**src/rtl/apb_crypto_regs.sv**
```systemverilog
// APB completer for the crypto accelerator register map; define KEY_READ_MASK_EN to make KEY0..KEY3 write-only.
// pready two cycles after the SETUP phase plus WAIT_CYCLES wait states; the only backpressure is APB wait states.
module apb_crypto_regs #(
  parameter logic [19:0] BASE_ADDR   = 20'h00000,
  parameter int          WAIT_CYCLES = 1
) (
  input  logic        clk,
  input  logic        reset,
  input  logic        psel,
  input  logic        penable,
  input  logic        pwrite,
  input  logic [1:0]  pstrb,
  input  logic [19:0] paddr,
  input  logic [15:0] pwdata,
  output logic [15:0] prdata,
  output logic        pready,
  output logic        pslverr,
  input  logic        core_busy,
  input  logic        core_done,
  input  logic [15:0] core_result,
  output logic        ctrl_start,
  output logic [63:0] key,
  output logic [15:0] data_in,
  output logic        irq
);

  typedef enum logic [1:0] {ST_IDLE, ST_SETUP, ST_ACCESS} state_t;

  typedef struct packed {
    logic [19:0] addr;
    logic        write;
    logic [1:0]  strb;
    logic [15:0] wdata;
  } apb_req_t;

  localparam logic [3:0] WAIT_INIT = 4'(WAIT_CYCLES);

  state_t          state, state_nxt;
  apb_req_t        req;
  logic [3:0]      wait_cnt;
  logic            pready_q;
  logic            ctrl_start_q;
  logic            irq_en;
  logic            done;
  logic [3:0][15:0] key_q;
  logic [15:0]     din_q;
  logic [15:0]     dout_q;

  logic [20:0]     off_full;
  logic [3:0]      off;
  logic            in_win;
  logic            acc_err;
  logic            complete;
  logic            do_write;
  logic [15:0]     rd_val;

  function automatic logic [15:0] merge(input logic [15:0] old_v, input logic [15:0] new_v,
                                        input logic [1:0] strb);
    return {strb[1] ? new_v[15:8] : old_v[15:8], strb[0] ? new_v[7:0] : old_v[7:0]};
  endfunction

  // A 21-bit difference makes addresses below BASE_ADDR land outside the window too.
  assign off_full = {1'b0, req.addr} - {1'b0, BASE_ADDR};
  assign off      = off_full[3:0];
  assign in_win   = (off_full[20:4] == 17'd0);

  always_comb begin
    acc_err = 1'b0;
    if (!in_win || req.addr[0]) begin
      acc_err = 1'b1;
    end else if (req.write && (off == 4'hE)) begin
      acc_err = 1'b1;
    end else if (req.write && (off == 4'h0) && req.strb[0] && req.wdata[0] && core_busy) begin
      acc_err = 1'b1;
    end
  end

  always_comb begin
    rd_val = 16'h0000;
    case (off)
      4'h0: rd_val = {14'd0, irq_en, 1'b0};
      4'h2: rd_val = {14'd0, done, core_busy};
`ifdef KEY_READ_MASK_EN
      4'h4, 4'h6, 4'h8, 4'hA: rd_val = 16'h0000;
`else
      4'h4: rd_val = key_q[0];
      4'h6: rd_val = key_q[1];
      4'h8: rd_val = key_q[2];
      4'hA: rd_val = key_q[3];
`endif
      4'hC: rd_val = din_q;
      4'hE: rd_val = dout_q;
      default: rd_val = 16'h0000;
    endcase
  end

  assign complete = (state == ST_ACCESS) && pready_q && psel && penable;
  assign do_write = complete && req.write && !acc_err;

  always_comb begin
    state_nxt = state;
    case (state)
      ST_IDLE:   if (psel && !penable) state_nxt = ST_SETUP;
      ST_SETUP:  state_nxt = psel ? ST_ACCESS : ST_IDLE;
      ST_ACCESS: if (!psel || pready_q) state_nxt = ST_IDLE;
      default:   state_nxt = ST_IDLE;
    endcase
  end

  always_ff @(posedge clk) begin
    if (reset) begin
      state        <= ST_IDLE;
      req          <= '0;
      wait_cnt     <= 4'd0;
      pready_q     <= 1'b0;
      ctrl_start_q <= 1'b0;
      irq_en       <= 1'b0;
      done         <= 1'b0;
      key_q        <= '0;
      din_q        <= 16'h0000;
      dout_q       <= 16'h0000;
    end else begin
      state        <= state_nxt;
      ctrl_start_q <= 1'b0;

      case (state)
        ST_SETUP: begin
          req      <= '{addr: paddr, write: pwrite, strb: pstrb, wdata: pwdata};
          wait_cnt <= WAIT_INIT;
          pready_q <= psel && (WAIT_INIT == 4'd0);
        end
        ST_ACCESS: begin
          if (pready_q || !psel) begin
            pready_q <= 1'b0;
            wait_cnt <= 4'd0;
          end else begin
            wait_cnt <= wait_cnt - 4'd1;
            pready_q <= (wait_cnt == 4'd1);
          end
        end
        default: pready_q <= 1'b0;
      endcase

      // A done pulse in the same cycle as a W1C leaves DONE set.
      if (core_done) begin
        done   <= 1'b1;
        dout_q <= core_result;
      end else if (do_write && (off == 4'h2) && req.strb[0] && req.wdata[1]) begin
        done <= 1'b0;
      end

      if (do_write) begin
        case (off)
          4'h0: begin
            if (req.strb[0]) begin
              irq_en       <= req.wdata[1];
              ctrl_start_q <= req.wdata[0];
            end
          end
          4'h4: key_q[0] <= merge(key_q[0], req.wdata, req.strb);
          4'h6: key_q[1] <= merge(key_q[1], req.wdata, req.strb);
          4'h8: key_q[2] <= merge(key_q[2], req.wdata, req.strb);
          4'hA: key_q[3] <= merge(key_q[3], req.wdata, req.strb);
          4'hC: din_q    <= merge(din_q, req.wdata, req.strb);
          default: ;
        endcase
      end
    end
  end

  assign pready     = pready_q;
  assign pslverr    = pready_q && acc_err;
  assign prdata     = (pready_q && !req.write && !acc_err) ? rd_val : 16'h0000;
  assign ctrl_start = ctrl_start_q;
  assign key        = key_q;
  assign data_in    = din_q;
  assign irq        = done && irq_en;

endmodule

```
**config.mk**
```make
export PLATFORM = sky130hd
export DESIGN_NAME = apb_crypto_regs
export DESIGN_NICKNAME = d
export VERILOG_FILES = /design/src/rtl/apb_crypto_regs.sv
export SDC_FILE = /design/constraint.sdc
export NUM_CORES = 1
export LEC_CHECK = 0
export BUFFER_PORTS_ARGS = -buffer_cell sky130_fd_sc_hd__clkbuf_2
export CAP_MARGIN = 0
export CORE_MARGIN = 1
export CORE_UTILIZATION = 45
export CTS_BUF_LIST = sky130_fd_sc_hd__clkbuf_4
export CTS_CLUSTER_DIAMETER = 200
export DETAILED_ROUTE_END_ITERATION = 16
export GPL_ROUTABILITY_DRIVEN = 0
export PLACE_DENSITY_LB_ADDON = 0.08
export SYNTH_ARGS = -nofsm -noshare
export SYNTH_HDL_FRONTEND = slang
export SYNTH_SLANG_ARGS = --single-unit
export TNS_END_PERCENT = 50
```
**constraint.sdc**
```tcl
create_clock -name clk -period 2.8 [get_ports clk]
set_input_delay 0.56 -clock clk [delete_from_list [all_inputs] [get_ports clk]]
set_output_delay 0.56 -clock clk [all_outputs]
set_load 0.02 [all_outputs]
```
==> results.env, run 1 <==
FIRST_GLOBAL_VIAS=5527
INITIALDRTVIOLATIONCOUNT=366
BUSIEST_LAYER='met2'
CTSHTREEMAXLEVEL=4
GRT_PASS1_WL_MM=29.9
GRT_MAX_DEGREE=67
DP_SLACK_NS=0.399
SYNTH_TOP_FAMILY_BY_AREA='multiplexers'
REG2REG_DEPTH=7
FIN_TNS_SETUP_NS=-0.517
LAYOUT.CELLS.NON_FILLER=1036
SLEW_HEADROOM=0.491
POST-ROUTE-DRC-COUNT=0
REPORT.FINAL.SETUP_VIOL=16
POSTLAYOUTCOREUTIL=0.568
WORST_SETUP_HOLD_PATH_CLK_SLEW_NS=0.12
POST_SYNTH_AND_OR_NAND_NOR_AREA_FRACTION=0.227
ANTENNADIODECOUNT=0
R2R-END='key[55]$_SDFFE_PP0P_'
POWER.SHARE.SWITCHING=0.271
CP_MAX_FO=8
NETLIST_AREA_UM2=6730
CLOCK_INSERTION_DELAY_WORST_SKEW_NS=0.54
CRIT-REG2REG-LAUNCH='req[33]$_SDFFE_PP0P_'
MAX_CAP_VIOL_COUNT=0
POSTSYNTHCELLCOUNT=676
FIN_WORST_SKEW_NS=0.0234
NNETSFINAL=905
FINALCRITPERIODSHARE=1.02
HOLD_START='pwdata[11]'
IOS=161
FIN_CRIT_NS=2.84
DP_HPWL_MM=13.3
DOMINANTREGCELLSYNTH='dfxtp_1'
AREA_GROWTH_SYN_TO_LAYOUT_PCT=23.2
SYNTH_TOP_AREA_CELL='dfxtp_1'
USE_MET3=0.0584
DIE_FOOTPRINT_UM2=15400
HOLD_END='req[11]$_SDFFE_PP0P_'
SYNTH-ASYNC-RESET-RATIO=0
TOTAL_POWER_mW=3.69
GRT_UTIL_MET1=0.330
POWER_DENSITY_nW_PER_UM2=445
LAYOUT.CELLS.MOST_COMMON='mux2i_1'
MAPPEDNETLISTNETS=742
LAYOUT_CELLS_SIZED_ABOVE_1=0.320
POST_SYNTH_XOR_AREA_FRACTION=0
CLOCK-ROOT-BUFFER='clkbuf_4'
VIASPERCELL=5.36
CTS_MAX_PATH_BUFFERS=2
OUTCOME='complete, but fails checks'
DETAIL-ROUTE-ANTENNA-NETS=0
WORST_IR_DROP_VDD_uV=375
FINALHOLDVIOLCOUNT=0
TRITONCTS.NUM_BUFFERS=17
WORST-ENDPOINT-REQUIRED_NS=2.24
PLACEMENT_ROWS=44
SYNTHESIZED_AREA_FRACTION_OCCUPIED_BY_AO_OA_AOI_AND_OAI_CELLS=0.0619
YOSYSWARNINGCOUNT=0
CTS_TREE='done'
CTS.SINK_COUNT=145
POST_SYNTH_NUM_CELL_TYPES=46
WORST_SETUP_PATH_END_KIND='output port'
POSTSYNTHREGISTERBITS=145
SETUP.REG_TO_REG.WORST_SLACK_NS=0.46
ROUTE.VIAS.TOTAL=5558
STARTING_UTILIZATION_OF_THE_CORE_AREA=0.461
WORST_HOLD_PATH.NUM_CELLS=3
VIOLATIONS='setup timing'
DETAIL_ROUTE.WIRELENGTH_MM=18.9
WIRE_PER_INST_UM=18.2
POWER.SHARE.COMBINATIONAL=0.112
RSZ0062_AT_GRT='true'
CLOCK_POWER_SHARE=0.306
WORSTMARGINPINSLEW_NS=0.763
CRIT_TYPE='flip-flop to output port'
OVERALL_FRACTION_OF_GLOBAL_ROUTE_TRACKS_IN_USE=0.246
GLOBALROUTE.TOTALOVERFLOW=0
FMAX_MHz=352
ANTENNA_FOUND_INITIAL=0
YOSYSSEQAREASHARE=0.431
SWITCHING_POWER_mW=0.999
TOTAL_LEAKAGE_POWER_nW=3.59
SYNTHDOMINANTCELLAREASHARE=0.431
SYNTHADDERAREAFRAC=0.00930
FINALWORSTSETUPSLACK_NS=-0.0446
FILLERINSTANCES=1336
DIE_WIDTH_UM=124
CHIPHEIGHT_UM=124
POWER.INTERNAL_mW=2.69
ARRIVAL_NS=2.28
CRITPATHLAUNCHTYPE='flip-flop'
LAYOUT_COMMON_CELLS='mux2i_1, dfxtp_1, clkbuf_2, nand2b_1, nor2_1'
MET2_USAGE=0.394
CORE_UM2=14600
SYN_AREA_PER_CELL_UM2=9.96
POST-PLACE-CELLS=998
SYNTH_EDF_COUNT=0
TIMING.HOLD.WORST.CLASS='primary input to flip-flop'
SYNTH_MUX_AREA_FRAC=0.232
POWER_FRAC_SEQ=0.582
TIMING.FINAL.MAX_SLEW_VIOLATIONS=0
QUANTITY_OF_I_O_BUFFERS_INSERTED_ON_PORTS=160
DRT_PASS1_ITERATIONS=5
YOSYS-TOP-CELLS-AREA='dfxtp_1, mux2i_1, nand2b_1'
synth_stat cells (all sizes together), types with 2 or more instances:
cell type and count:
nor3b 2, or2b 14, nand2b 85, nand4 3, dfxtp 145, nor3 4
a31oi 12, clkbuf 35, a22o 6, nand3 23, inv 7, mux2 7
nor2 67, ha 5, mux2i 148, a222oi 6, nor4 7, nor2b 2
nor4b 2, a22oi 10, buf 10, and2 2, nor4bb 3, and3 5
nand2 31, a21oi 9, o21ai 14
repair_timing:
item / CTS / global route
buffers inserted: 4 / 1
endpoints found under the setup margin: 17 / 17
pin swaps: 2 / 0
endpoints found under the hold margin: 0 / 0
gates cloned: 1 / 0
gates resized for setup: 47 / 23
hold buffers: 0 / 0
worst max-delay path, cell delays in order (launching register included):
cell,delay [ns]
dfxtp_2,0.34
or4_4,0.55
nor2_4,0.10
nand4_1,0.13
buf_6,0.17
buf_12,0.15
a31oi_4,0.17
buf_8,0.13
layout make-up:
class / count / area (µm²) / area share
clock buffers: 22 / 165 / 0.0199
well taps: 184 / 230 / 0.0278
inverters: 7 / 26.3 / 0.00317
repair buffers: 190 / 1180 / 0.143
clock inverters: 10 / 63.8 / 0.00770
multi-input cells: 478 / 3720 / 0.448
flip-flops and latches: 145 / 2910 / 0.350
stage by stage:
step	cell area, µm²	hold WS, ns
6_report	8290	0.253
5_1_grt	8290	0.208
4_1_cts	8210	0.211
3_5_place_dp	7750	0.441
3_3_place_gp	7750	0.444
2_1_floorplan	6730	0.420
how the worst max path moves through the flow:
stage | from | slack, ns | to
6_report | req[33]$_SDFFE_PP0P_ | -0.04 | prdata[0]
5_1_grt | req[33]$_SDFFE_PP0P_ | -0.20 | prdata[14]
4_1_cts | req[33]$_SDFFE_PP0P_ | -0.09 | prdata[2]
3_5_place_dp | req[30]$_SDFFE_PP0P_ | 0.40 | prdata[15]
3_3_place_gp | req[30]$_SDFFE_PP0P_ | 0.43 | prdata[15]
2_1_floorplan | req[19]$_SDFFE_PP0P_ | 0.16 | prdata[0]
power groups by stage:
| stage | Clock [mW] | Sequential [mW] | Combinational [mW] |
|---|---|---|---|
| after floorplan | 0 | 2.18 | 0.279 |
| final | 1.13 | 2.15 | 0.414 |
| after CTS | 1.17 | 2.14 | 0.411 |
| after detailed placement | 0 | 2.19 | 0.395 |
| after global routing | 1.26 | 2.15 | 0.452 |
| after global placement | 0 | 2.19 | 0.384 |
kinds of logic after synthesis:
logic type               count (synthesis)
buffers and inverters                   53
AND/OR/NAND/NOR                        256
flip-flops                             145
multiplexers                           155
adder cells (fa/ha/maj)                  5
AO/OA/AOI/OAI                           62
sequential cells by signal (all words and copies together), names as in the netlist:
signal	flops
key	64
req	39
data_in	16
dout_q	16
wait_cnt	4
state	2
ctrl_start	1
done	1
irq_en	1
pready	1
per-layer routing:
layer	share of wire	vias to the layer above
met5	0	-
met4	0.014	0
met3	0.052	22
met2	0.47	179
met1	0.46	2676
li1	-	2681
No activity file was read; power rests on OpenSTA's default activity.
==> run 2, diff against run 1 <==
RECOVER_POWER = 50   (was not set)
==> run 2 against run 1 <==
Against the previous run:
- the flow still finishes with violations (setup timing)
- critical path depth did not move
- non-clock buffer count did not move
- power barely moved
- clock skew barely moved
- sequential cell count did not move
- design area fell by 0.88%
- count of clock-buffer cells in the layout did not move
- via count fell by 0.11%
- first-iteration DRC count fell by 6.6%
- clock power barely moved
- largest power group unchanged
- highest routed layer unchanged
==> results.env, run 2 (same netlist as run 1, synthesis figures left out) <==
TIMING.HOLD.WORST.CLASS='primary input to flip-flop'  # unchanged
PLACEMENT_ROWS=44  # unchanged
MULTI_INPUT_COMB_AREA_UM2=3710  # was 3720 µm²
TOTAL_LEAKAGE_POWER_nW=3.40  # was 3.59 nW
DETAIL-ROUTE-ANTENNA-NETS=0  # unchanged
STARTING_UTILIZATION_OF_THE_CORE_AREA=0.461  # unchanged
LAYOUT.CELL_AREA.NON_FILLER_UM2=8220  # was 8290 µm²
INITIALDRTVIOLATIONCOUNT=342  # was 366
CRIT_TYPE='flip-flop to output port'  # unchanged
AREA_GROWTH_SYN_TO_LAYOUT_PCT=22.1  # was 23.2%
FINAL.HOLD.WORST_SLACK_NS=0.256  # was 0.253 ns
SLEW_HEADROOM=0.0116  # was 0.491
OVERALL_FRACTION_OF_GLOBAL_ROUTE_TRACKS_IN_USE=0.246  # unchanged
FINALCRITPERIODSHARE=1.01  # was 1.02
VIOLATIONS='setup timing'  # unchanged
CORE_UM2=14600  # unchanged
DETAIL_ROUTE.WIRELENGTH_MM=19.0  # was 18.9 mm
LAYOUT_COMMON_CELLS='mux2i_1, dfxtp_1, clkbuf_2, nand2b_1, nor2_1'  # unchanged
CTSHTREEMAXLEVEL=4  # unchanged
MAX_CAP_VIOL_COUNT=0  # unchanged
DP_HPWL_MM=13.3  # unchanged
GRT_MAX_DEGREE=67  # unchanged
DP_SLACK_NS=0.399  # unchanged
FIN_WORST_SKEW_NS=0.0238  # was 0.0234 ns
FINALWORSTSETUPSLACK_NS=-0.0414  # was -0.0446 ns
ROUTE.VIAS.TOTAL=5552  # was 5558
FMAX_MHz=352  # about the same
FIRST_GLOBAL_VIAS=5527  # unchanged
SEQUENTIAL_CELL_AREA_UM2=2910  # unchanged
LAYOUT.CELLS.MOST_COMMON='mux2i_1'  # unchanged
CTS.HOLD.BUFFERS_ADDED=0  # unchanged
CRITPATHLAUNCHTYPE='flip-flop'  # unchanged
NNETSFINAL=905  # unchanged
FIN_CRIT_NS=2.84  # about the same
WORST_PATH_DOMINANT_CELL_FAMILY='simple AND/OR/NAND/NOR gates'  # unchanged
REPORT.FINAL.SETUP_VIOL=16  # unchanged
CLOCK_INSERTION_DELAY_WORST_SKEW_NS=0.54  # about the same
CHIPHEIGHT_UM=124  # unchanged
CTS_MAX_PATH_BUFFERS=2  # unchanged
POSTLAYOUTCOREUTIL=0.563  # was 0.568
PLACE_AREA_UM2=7750  # unchanged
SLOWEST_STAGE_CELL_CP='or4_4'  # unchanged
LAYOUT.CELLS.NON_FILLER=1036  # unchanged
WIRE_PER_INST_UM=18.3  # was 18.2 µm
LARGEST_REG_FLOPS=64  # unchanged
VIASPERCELL=5.36  # about the same
WORST_SETUP_PATH_END_KIND='output port'  # unchanged
QUANTITY_OF_I_O_BUFFERS_INSERTED_ON_PORTS=160  # unchanged
OUTCOME='complete, but fails checks'  # unchanged
FILLERINSTANCES=1364  # was 1336
FINALHOLDVIOLCOUNT=0  # unchanged
DIE_WIDTH_UM=124  # unchanged
CTS_TREE='done'  # unchanged
ARRIVAL_NS=2.28  # about the same
TIMING.CRITICAL_PATH.CELLS='or4_4, nor2_4, nand4_1, buf_6, buf_12, a31oi_4, buf_8'  # unchanged
POST-ROUTE-DRC-COUNT=0  # unchanged
WORST_IR_DROP_VDD_uV=375  # about the same
CTS.SINK_COUNT=145  # unchanged
TIMING.FINAL.MAX_SLEW_VIOLATIONS=0  # unchanged
NUMBER_OF_BUFFER_AND_INVERTER_INSTANCES_ALONG_THE_WORST_SETUP_PATH=3  # unchanged
ANTENNADIODECOUNT=0  # unchanged
CLOCK-ROOT-BUFFER='clkbuf_4'  # unchanged
RSZ0062_AT_GRT='true'  # unchanged
POWER_DENSITY_nW_PER_UM2=449  # was 445 nW/µm²
IOS=161  # unchanged
ANTENNA_FOUND_INITIAL=0  # unchanged
DIE_FOOTPRINT_UM2=15400  # unchanged
WORSTMARGINPINSLEW_NS=1.48  # was 0.763 ns
DRT_PASS1_ITERATIONS=4  # was 5
POST-PLACE-CELLS=998  # unchanged
GLOBALROUTE.TOTALOVERFLOW=0  # unchanged
FIN_TNS_SETUP_NS=-0.435  # was -0.517 ns
WORST_SETUP_HOLD_PATH_CLK_SLEW_NS=0.12  # about the same
TOTAL_POWER_mW=3.69  # about the same
WORST-ENDPOINT-REQUIRED_NS=2.24  # about the same
CP_MAX_FO=8  # unchanged
SLOWEST_DELAY_NS=0.55  # about the same
LAYOUT_CELLS_SIZED_ABOVE_1=0.256  # was 0.320
GRT_PASS1_WL_MM=29.9  # unchanged
TRITONCTS.NUM_BUFFERS=17  # unchanged
[run 2: changes by cell type in the layout (fill, tap and decap cells not counted)]
cell	delta
clkbuf_2	-53
clkbuf_1	+54
ha_2	-1
ha_1	+1
buf_4	-1
[run 2: routing by layer]
metal  routed length (µm)  global-route usage  vias to the layer above  part of all wire
met4                  272              0.0702                        0             0.014
li1                     -                   -                     2684                 -
met2                 8890               0.394                      150              0.47
met1                 8920               0.330                     2698              0.47
met3                  887              0.0584                       20             0.047
met5                    0                   0                        -                 0
[run 2: worst paths after layout]
check,from,endpoint,slack (ns),depth (start not counted)
setup / recovery,req[33]$_SDFFE_PP0P_,prdata[12],-0.04,7
hold reg to reg,wait_cnt[3]$_SDFFE_PP0P_,pready$_SDFF_PP0_,0.50,1
setup reg to reg,req[33]$_SDFFE_PP0P_,key[55]$_SDFFE_PP0P_,0.48,7
hold / removal,pwdata[4],req[4]$_SDFFE_PP0P_,0.26,3
[run 2: area by class of cell]
type | count | share of cell area
Timing Repair Buffer | 190 | 0.135
Inverter | 7 | 0.00320
Clock buffer | 22 | 0.0201
Sequential cell | 145 | 0.353
Multi-Input combinational cell | 478 | 0.452
Clock inverter | 10 | 0.00776
Tap cell | 184 | 0.0280
[run 2: power breakdown]
part	switching (mW)	internal (mW)
sequential	0.0345	2.11
combinational	0.231	0.187
clock	0.733	0.395
total	0.999	2.69
[run 2: what timing repair did]
| item | in CTS | in global routing |
|---|---|---|
| gates resized for setup | 47 | 23 |
| setup endpoints to repair | 17 | 17 |
| pin swaps | 2 | 0 |
| buffers inserted | 4 | 1 |
| cloned | 1 | 0 |
[run 2: worst reg2reg max path, delay by kind of cell, from the launching register on]
| kind | cells | cell delay [ns] |
|---|---|---|
| buffers and inverters | 3 | 0.64 |
| AND/OR/NAND/NOR | 3 | 1.11 |
| flip-flops | 1 | 0.34 |
| multiplexers | 1 | 0.20 |
==> run 3, diff against run 2 <==
ABC_AREA = 1   (was not set)
clock period = 2.75 ns   (was 2.8 ns; I/O delays follow)
==> run 3 against run 2 <==
Against the previous run:
- count of clock-buffer cells in the layout down 4
- clock skew shrank 0.0084 ns
- area after synthesis fell by 3.8%
- wire length fell by 2.2%
- via count rose by 15%
- core utilization is 1.2 points higher
- setup slack gained 0.036 ns
- critical endpoint is now prdata[3]
- non-clock buffer count is 3 lower
- the flow still finishes with violations (setup timing)
- highest routed layer unchanged
- sequential power is 19% higher
==> results.env, run 3 <==
POSTSYNTHREGISTERBITS=145  # unchanged
CLOCK_INSERTION_DELAY_WORST_SKEW_NS=0.55  # was 0.54 ns
WORST_SETUP_HOLD_PATH_CLK_SLEW_NS=0.12  # about the same
TIMING.CRITICAL_PATH.CELLS='or2_0, nor2_1, nand3_2, nor4_4, buf_6, o21ai_0, inv_1, clkbuf_4'  # was or4_4, nor2_4, nand4_1, buf_6, buf_12, a31oi_4, buf_8
FINALHOLDVIOLCOUNT=0  # unchanged
NUMBER_OF_BUFFER_AND_INVERTER_INSTANCES_ALONG_THE_WORST_SETUP_PATH=3  # unchanged
SYNTHESIZED_AREA_FRACTION_OCCUPIED_BY_AO_OA_AOI_AND_OAI_CELLS=0.121  # was 0.0619
YOSYS-TOP-CELLS-AREA='dfxtp_1, nor2_1, nand2_1'  # was dfxtp_1, mux2i_1, nand2b_1
ANTENNA_FOUND_INITIAL=0  # unchanged
SYNTHADDERAREAFRAC=0.00967  # was 0.00930
POSTLAYOUTCOREUTIL=0.575  # was 0.563
SLEW_HEADROOM=0.263  # was 0.0116
R2R-END='key[38]$_SDFFE_PP0P_'  # was key[55]$_SDFFE_PP0P_
WORST_PATH_DOMINANT_CELL_FAMILY='simple AND/OR/NAND/NOR gates'  # unchanged
LAYOUT.CELLS.MOST_COMMON='nor2_1'  # was mux2i_1
SEQUENTIAL_CELL_AREA_UM2=2910  # about the same
QUANTITY_OF_I_O_BUFFERS_INSERTED_ON_PORTS=160  # unchanged
LAYOUT.CELLS.NON_FILLER=1264  # was 1036
FINALWORSTSETUPSLACK_NS=-0.00507  # was -0.0414 ns
TOTAL_POWER_mW=5.81  # was 3.69 mW
DETAIL_ROUTE.WIRELENGTH_MM=18.5  # was 19.0 mm
OVERALL_FRACTION_OF_GLOBAL_ROUTE_TRACKS_IN_USE=0.250  # was 0.246
REG2REG_DEPTH=10  # was 7
MAX_CAP_VIOL_COUNT=0  # unchanged
MULTI_INPUT_COMB_AREA_UM2=3190  # was 3710 µm²
CRIT-REG2REG-LAUNCH='state[0]$_SDFFE_PP0P_'  # was req[33]$_SDFFE_PP0P_
YOSYSWARNINGCOUNT=0  # unchanged
LARGEST_REG_FLOPS=64  # unchanged
VIASPERCELL=5.07  # was 5.36
TIMING.HOLD.WORST.CLASS='primary input to flip-flop'  # unchanged
GLOBALROUTE.TOTALOVERFLOW=0  # unchanged
WIRE_PER_INST_UM=14.7  # was 18.3 µm
WORST_SETUP_PATH_END_KIND='output port'  # unchanged
GRT_PASS1_WL_MM=28.6  # was 29.9 mm
SLOWEST_DELAY_NS=0.34  # was 0.55 ns
CRITPATHLAUNCHTYPE='flip-flop'  # unchanged
CTS_TREE='done'  # unchanged
WORST_HOLD_PATH.NUM_CELLS=3  # unchanged
NNETSFINAL=1138  # was 905
DP_SLACK_NS=0.407  # was 0.399 ns
HOLD_END='req[27]$_SDFFE_PP0P_'  # was req[4]$_SDFFE_PP0P_
SYNTHDOMINANTCELLAREASHARE=0.448  # was 0.431
CHIPHEIGHT_UM=122  # was 124 µm
OUTCOME='complete, but fails checks'  # unchanged
SYNTH_TOP_FAMILY_BY_AREA='simple AND/OR/NAND/NOR gates'  # was multiplexers
TIMING.FINAL.MAX_SLEW_VIOLATIONS=0  # unchanged
ARRIVAL_NS=2.21  # was 2.28 ns
REPORT.FINAL.SETUP_VIOL=1  # was 16
SYNTH_MUX_AREA_FRAC=0  # was 0.232
POST_SYNTH_XOR_AREA_FRACTION=0.00271  # was 0
FILLERINSTANCES=1419  # was 1364
PLACEMENT_ROWS=43  # was 44
GRT_MAX_DEGREE=103  # was 67
DRT_PASS1_ITERATIONS=5  # was 4
SLOWEST_STAGE_CELL_CP='dfxtp_2'  # was or4_4
POST-SYNTH-TOP-COUNT-CELL='nor2_1'  # was mux2i_1
ANTENNADIODECOUNT=0  # unchanged
CLOCK-ROOT-BUFFER='clkbuf_4'  # unchanged
IOS=161  # unchanged
POSTSYNTHCELLCOUNT=915  # was 676
RSZ0062_AT_GRT='true'  # unchanged
LAYOUT_COMMON_CELLS='nor2_1, nand2_1, dfxtp_1, nand3_1, clkbuf_2'  # was mux2i_1, dfxtp_1, clkbuf_2, nand2b_1, nor2_1
POST_SYNTH_NUM_CELL_TYPES=31  # was 46
FIN_CRIT_NS=2.76
MOST_COMMON_LIBRARY_CELLS_AFTER_SYNTHESIS='nor2_1, nand2_1, dfxtp_1, nand3_1, o21ai_0'  # was mux2i_1, dfxtp_1, nand2b_1, nor2_1, clkbuf_1
POST-ROUTE-DRC-COUNT=0  # unchanged
CTS_MAX_PATH_BUFFERS=2  # unchanged
SYN_AREA_PER_CELL_UM2=7.07  # was 9.96 µm²
WORST_IR_DROP_VDD_uV=479  # was 375 µV
TRITONCTS.NUM_BUFFERS=17  # unchanged
DOMINANTREGCELLSYNTH='dfxtp_1'  # unchanged
FINALCRITPERIODSHARE=1.00
CRIT_TYPE='flip-flop to output port'  # unchanged
WORST-ENDPOINT-REQUIRED_NS=2.20  # was 2.24 ns
POST-PLACE-CELLS=1223  # was 998
FIN_WORST_SKEW_NS=0.0153  # was 0.0238 ns
FIN_TNS_SETUP_NS=-0.00507  # was -0.435 ns
SYNTH_EDF_COUNT=0  # unchanged
AREA_GROWTH_SYN_TO_LAYOUT_PCT=23.8  # was 22.1%
CORE_UM2=13900  # was 14600 µm²
NETLIST_AREA_UM2=6470  # was 6730 µm²
ROUTE.VIAS.TOTAL=6409  # was 5552
DP_HPWL_MM=12.8  # was 13.3 mm
SETUP.REG_TO_REG.WORST_SLACK_NS=0.58  # was 0.48 ns
DIE_WIDTH_UM=122  # was 124 µm
FMAX_MHz=363
MAPPEDNETLISTNETS=981  # was 742
SYNTH_TOP_AREA_CELL='dfxtp_1'  # unchanged
FINAL.HOLD.WORST_SLACK_NS=0.215  # was 0.256 ns
STARTING_UTILIZATION_OF_THE_CORE_AREA=0.464  # was 0.461
WORSTMARGINPINSLEW_NS=1.11  # was 1.48 ns
FIRST_GLOBAL_VIAS=5476  # was 5527
LAYOUT.CELL_AREA.NON_FILLER_UM2=8010  # was 8220 µm²
SYNTH-ASYNC-RESET-RATIO=0  # unchanged
CTSHTREEMAXLEVEL=4  # unchanged
PLACE_AREA_UM2=7450  # was 7750 µm²
INITIALDRTVIOLATIONCOUNT=519  # was 342
DIE_FOOTPRINT_UM2=14900  # was 15400 µm²
VIOLATIONS='setup timing'  # unchanged
POST_SYNTH_AND_OR_NAND_NOR_AREA_FRACTION=0.346  # was 0.227
LAYOUT_CELLS_SIZED_ABOVE_1=0.186  # was 0.256
YOSYSSEQAREASHARE=0.448  # was 0.431
CP_MAX_FO=8  # unchanged
HOLD_START='paddr[8]'  # was pwdata[4]
TOTAL_LEAKAGE_POWER_nW=3.56  # was 3.40 nW
CRIT_START='req[33]$_SDFFE_PP0P_'  # unchanged
POWER_DENSITY_nW_PER_UM2=726  # was 449 nW/µm²
CTS.SINK_COUNT=145  # unchanged
DETAIL-ROUTE-ANTENNA-NETS=0  # unchanged
run 3: how the worst max path moves through the flow:
stage	endpoint	slack, ns	cells past startpoint
after floorplan	prdata[10]	0.70	7
after global placement	prdata[7]	0.44	10
after detailed placement	prdata[10]	0.41	10
after CTS	prdata[15]	-0.05	8
after global routing	prdata[6]	-0.18	8
final	prdata[3]	-0.005	8
run 3: layer usage:
metal	track usage	routed length, µm	up-vias
met5	0	0	-
li1	-	-	3286
met4	0.0648	131	0
met3	0.0515	1060	12
met1	0.371	9190	2921
met2	0.363	8170	190
run 3: cell families after synthesis:
| kind of cell | Yosys count |
|---|---|
| flops | 145 |
| compound gates | 133 |
| xor+xnor | 2 |
| buf+inv | 111 |
| simple gates | 519 |
| fa+ha+maj | 5 |
run 3: power breakdown:
part	switching, mW	internal, mW	total, mW	leakage, nW
Sequential	0.158	2.39	2.55	1.18
Clock	0.753	0.990	1.74	0.197
Combinational	1.05	0.478	1.53	2.18
run 3: worst reg2reg max path, stage by stage, from the launching register on:
cell	delay [ns]
dfxtp_1	0.34
inv_1	0.09
ha_1	0.20
nand4_1	0.14
nor2_2	0.29
nand3_1	0.21
nor2_4	0.12
buf_4	0.38
nand3_1	0.17
nand2_1	0.09
nor2_1	0.05
run 3: repair_timing:
item / CTS / global route
endpoints found under the setup margin: 16 / 17
pin swaps: 1 / 1
resized for setup: 37 / 39
cloned: 0 / 1
setup buffers: 5 / 4
hold buffers: 0 / 0
run 3: final cells by class:
class                      instances  share of cell area
clock buffer                      18              0.0169
clock inverter                    13              0.0300
inverter                          62              0.0303
multi-input combinational        659               0.398
sequential                       145               0.363
tap                              180              0.0281
timing repair buffer             187               0.134
